**config.mk**
```make
export PLATFORM = sky130hd
export DESIGN_NAME = matmul_mem_target
export DESIGN_NICKNAME = d
export VERILOG_FILES = /design/src/rtl/matmul_mem_target.sv
export SDC_FILE = /design/constraint.sdc
export NUM_CORES = 2
export LEC_CHECK = 0
export ABC_AREA = 1
export ABC_CLOCK_PERIOD_IN_PS = 11300
export CAP_MARGIN = 20
export CORE_AREA = 2 2 352 494
export CTS_CLUSTER_SIZE = 40
export DETAILED_ROUTE_END_ITERATION = 10
export DIE_AREA = 0 0 354 496
export PLACE_DENSITY = 0.72
export SKIP_CTS_REPAIR_TIMING = 1
export SLEW_MARGIN = 0
export SYNTH_ARGS = -nofsm -noshare
export SYNTH_HDL_FRONTEND = slang
export SYNTH_SLANG_ARGS = --single-unit
```
**constraint.sdc**
```tcl
create_clock -name clk -period 11.3 [get_ports clk]
set_clock_uncertainty 0.1 [all_clocks]
set_input_delay 3.39 -clock clk [delete_from_list [all_inputs] [get_ports clk]]
set_output_delay 3.39 -clock clk [all_outputs]
set_load 0.005 [all_outputs]
```
**src/rtl/matmul_mem_target.sv**
```systemverilog
// matmul_mem_target: single-port register-array memory target for the matmul
// engine. Window-decoded storage, fixed-latency read pipeline, saturating
// access counters and a sticky out-of-window error capture.
module matmul_mem_target #(
    parameter int MEM_AW   = 16,
    parameter int MEM_DW   = 32,
    parameter int DEPTH_AW = 6,
    parameter int LAT      = 2,   // 1..8
    parameter int CNT_W    = 16
) (
    input  logic              clk,
    input  logic              rst,
    input  logic              mem_req,
    input  logic              mem_write,
    input  logic [MEM_AW-1:0] mem_addr,
    input  logic [MEM_DW-1:0] mem_wdata,
    output logic              mem_rdata_vld,
    output logic [MEM_DW-1:0] mem_rdata,
    input  logic [MEM_AW-1:0] win_base,
    input  logic              cnt_clr,
    output logic [CNT_W-1:0]  wr_cnt,
    output logic [CNT_W-1:0]  rd_cnt,
    output logic              err,
    output logic [MEM_AW-1:0] err_addr
);
    localparam int DEPTH = 1 << DEPTH_AW;

    logic [MEM_DW-1:0]          mem [DEPTH];
    logic [MEM_AW-1:0]          off;
    logic [DEPTH_AW-1:0]        idx;
    logic                       in_win;
    logic                       wr_go;
    logic                       rd_go;
    logic                       oow;
    logic [MEM_DW-1:0]          rd_data;

    // Stage k holds a read issued k edges ago; stage LAT drives the outputs.
    logic [LAT:1]               vld_pipe;
    logic [LAT:1][MEM_DW-1:0]   dat_pipe;

    // Window decode: offset wraps mod 2^MEM_AW, so addresses below the base
    // land at a huge offset and fall out of the window.
    always_comb begin
        off     = mem_addr - win_base;
        in_win  = (off[MEM_AW-1:DEPTH_AW] == '0);
        idx     = off[DEPTH_AW-1:0];
        wr_go   = mem_req & mem_write & in_win;
        rd_go   = mem_req & ~mem_write;
        oow     = mem_req & ~in_win;
        rd_data = in_win ? mem[idx] : '0;
    end

    // Storage write; contents deliberately survive reset.
    always_ff @(posedge clk) begin
        if (wr_go)
            mem[idx] <= mem_wdata;
    end

    // Read latency pipeline. Data stages only load when a valid read moves
    // in, so the last stage (mem_rdata) holds between pulses.
    always_ff @(posedge clk or posedge rst) begin
        if (rst) begin
            vld_pipe <= '0;
            dat_pipe <= '0;
        end else begin
            vld_pipe[1] <= rd_go;
            if (rd_go)
                dat_pipe[1] <= rd_data;
            for (int k = 2; k <= LAT; k++) begin
                vld_pipe[k] <= vld_pipe[k-1];
                if (vld_pipe[k-1])
                    dat_pipe[k] <= dat_pipe[k-1];
            end
        end
    end

    assign mem_rdata_vld = vld_pipe[LAT];
    assign mem_rdata     = dat_pipe[LAT];

    // Access counters and error capture; a same-cycle clear wins over the access.
    always_ff @(posedge clk or posedge rst) begin
        if (rst) begin
            wr_cnt   <= '0;
            rd_cnt   <= '0;
            err      <= 1'b0;
            err_addr <= '0;
        end else if (cnt_clr) begin
            wr_cnt   <= '0;
            rd_cnt   <= '0;
            err      <= 1'b0;
            err_addr <= '0;
        end else begin
            if (wr_go && !(&wr_cnt))
                wr_cnt <= wr_cnt + CNT_W'(1);
            if (rd_go && !(&rd_cnt))
                rd_cnt <= rd_cnt + CNT_W'(1);
            if (oow) begin
                err <= 1'b1;
                if (!err)
                    err_addr <= mem_addr;
            end
        end
    end

endmodule

```
==> flow_summary.toml <==
[synthesis]
syn_inst = 6682
async_flop_share_pct = 5.32
syn_area_mm2 = 0.0851
ys_ff_latch = 2163
synth.top_cells.by_area = "edfxtp_1, nor2_1, dfrtp_1"
synth_largest_type_area_fraction_pct = 72.2
synth_nets = 6769
synth_top_area_cell = "edfxtp_1"
synth_area_per_cell_um2 = 12.7
synth-seq-area-share_pct = 75.6
synth_ff_type = "edfxtp_1"
synth.distinct_cells = 41
synth-edff-count = 2048
yosysWarningCount = 0

[timing]
finalSetupViolations = 0
setup_tns_ps = 0
finalCriticalPeriod_ps = 8430
clock.fmax_mhz = 119
drv_slew = 0
fin_crit_sh_pct = 74.6
worst_pin_slew_ps = 1270
finalHoldViolCount = 0
rsz0062_at_grt = "no"
relSlewSlack_pct = 14.4

[detailed_routing]
avgRoutedWirePerCell_um = 27.2
vias_per_cell = 6.04
wl_um = 251000
vias = 55677
firstDrtPassIters = 8
ant_nets = 0
route.detailed.drc = 0
drt_iter0_drc = 8322

[final_layout]
fin_nets = 6870
postLayoutCoreUtil_pct = 56.0
drive_gt1_share_pct = 9.78
area_growth_syn_to_layout_pct = 12.5

[job]
max-cap-violations = 0

[setup_path]
crit_type = "primary input to register"
critical_path_required_ps = 11970
critPathSlowestCell = "fa_4"
critPathArrivalTime_ps = 9100
r2r_slack_ps = 8600
slowest_delay_ps = 1100
crit_path_max_fanout = 48
end_kind = "register"
worstSetupStartpointType = "primary input"
cp_cell_sequence = "clkdlybuf4s50_1 > inv_1 > ha_4 > fa_4 > inv_6 > nand3_4 > buf_4 > buf_4 > o22ai_1 > o31ai_1 > nand3_1 > nor2_1 > nand2_1 > nand2_1"

[place]
gp_congestion = 0.917
port_buffers = 150
hpwl_um = 143000

[floorplanning]
initial_utilization_pct = 49.7
ios = 151
rows = 180
die_h_um = 496
die_x_um = 354
core-area_mm2 = 0.171
die-area_mm2 = 0.176

[clock_network]
tritoncts = "yes"
cts.path.max_buffers = 3
cts.sinks = 2163
ctsRootBufferMaster = "clkbuf_16"
clkTransAtPathRegs_ps = 60
cts_buffers = 188
h-tree-depth = 4
clk_latency_ps = 850

[pwr]
leakage_nw = 32.8
max-vdd-ir-drop_mv = 0.157
p_per_area_mw_per_mm2 = 177

[grt]
overflow = 0
antenna_found_initial = 17
grt_max_degree = 190
grt_usage_pct = 28.1
grt_pass1_vias = 53933
grt_pass1_wl_um = 360000

[hold_path]
hold_path_class = "register to register"

[outcome]
status = "complete, no violations"
final cells by class:
cell class	count	area [um2]
Clock inverter	106	905
Tap cell	2275	2850
Fill cell	13292	75300
Clock buffer	242	4990
Antenna cell	4	10.0
Multi-Input combinational cell	3916	18900
Timing Repair Buffer	308	3020
Sequential cell	2163	64400
Inverter	206	791
routing by layer:
metal,share of wire (%),global-route usage [%]
met2,48,46.5
met3,10,4.79
met4,8.2,20.0
met5,0.032,0
met1,34,33.6
report_power, final:
| group | internal, W | switching [W] | total [W] |
|---|---|---|---|
| clock | 0.00337 | 0.00290 | 0.00627 |
| combinational | 0.000456 | 0.00145 | 0.00191 |
| sequential | 0.00877 | 0.00000700 | 0.00878 |
| total | 0.0126 | 0.00435 | 0.0170 |
per-stage QoR:
| stage | total power (W) | worst slack (ps) | cell area (um2) | hold WS, ps | instances |
|---|---|---|---|---|---|
| floorplan | 0.00994 | 3940 | 85100 | 252 | 6682 |
| global placement | 0.0108 | 2220 | 89300 | 364 | 8842 |
| detailed placement | 0.0108 | 2260 | 89600 | 370 | 8854 |
| CTS | 0.0169 | 3130 | 95500 | 385 | 9202 |
| global route | 0.0174 | 3020 | 95800 | 407 | 9217 |
| finish | 0.0170 | 2870 | 95800 | 390 | 9220 |
state kept, by name, summed over array words and instances, names as in the netlist:
| register | flops |
|---|---|
| err_addr | 16 |
| wr_cnt | 16 |
| mem | 2048 |
| rd_cnt | 16 |
| dat_pipe | 32 |
| vld_pipe | 2 |
| err | 1 |
| mem_rdata | 32 |
path summary, 6_finish.rpt:
path / endpoint / cells past startpoint / startpoint
max: dat_pipe[16]$_DFFE_PP0P_ / 14 / mem_addr[0]
min: dat_pipe[6]$_DFFE_PP0P_ / 2 / dat_pipe[6]$_DFFE_PP0P_
max reg2reg: dat_pipe[2]$_DFFE_PP0P_ / 11 / mem[27][2]$_DFFE_PP_
min reg2reg: dat_pipe[6]$_DFFE_PP0P_ / 2 / dat_pipe[6]$_DFFE_PP0P_
max in group asynchronous: err_addr[6]$_DFFE_PP0P_ / 4 / rst
min in group asynchronous: dat_pipe[26]$_DFFE_PP0P_ / 2 / rst
placed cells by master, fill, tap and decap left out, types with 16 or more instances in the layout:
| cell | n |
|---|---|
| dfrtp_1 | 115 |
| buf_4 | 127 |
| mux2_2 | 32 |
| nor2_4 | 65 |
| clkdlybuf4s50_1 | 118 |
| clkinv_1 | 43 |
| nor3_1 | 69 |
| nand3_1 | 113 |
| clkbuf_16 | 190 |
| edfxtp_1 | 2048 |
| or2_2 | 96 |
| buf_2 | 29 |
| nor2_1 | 1445 |
| o21ai_0 | 549 |
| o22ai_1 | 411 |
| a21oi_1 | 282 |
| clkinv_2 | 25 |
| ha_1 | 16 |
| inv_1 | 198 |
| o31ai_1 | 28 |
| nand4_1 | 59 |
| buf_12 | 26 |
| clkbuf_1 | 48 |
| nand2_1 | 676 |
cell usage after synthesis, types with 4 or more instances:
cell	number
nor4_1	4
nand3b_1	13
o31ai_1	28
edfxtp_1	2048
nor2_1	1510
nand4_1	59
a21oi_1	282
nand2_1	676
o21ai_0	549
or2_2	96
mux2_2	32
xor2_1	8
buf_2	114
xnor2_1	4
clkbuf_1	207
buf_4	36
buf_1	39
o22a_1	7
nand3_1	122
ha_1	17
nand3_2	5
inv_1	203
dfrtp_1	115
o22ai_1	411
nor3_1	72
critical path: cells and delay by family:
family | cells | cell delay, ps
AOI/OAI and AO/OA | 2 | 1240
adders and majority gates | 2 | 1270
and+or+nand+nor | 5 | 1370
buffers and inverters | 5 | 1690
cells by family after synthesis:
group	count (synthesis)	synth area share [%]
AOI/OAI and AO/OA	1282	8.27
xor gates and xnor gates	14	0.175
adders and majority gates	18	0.273
buffers and inverters	603	2.99
DFF	2163	75.6
muxes	32	0.423
and+or+nand+nor	2570	12.3
Note: power is estimated with default switching activity, not from simulation.
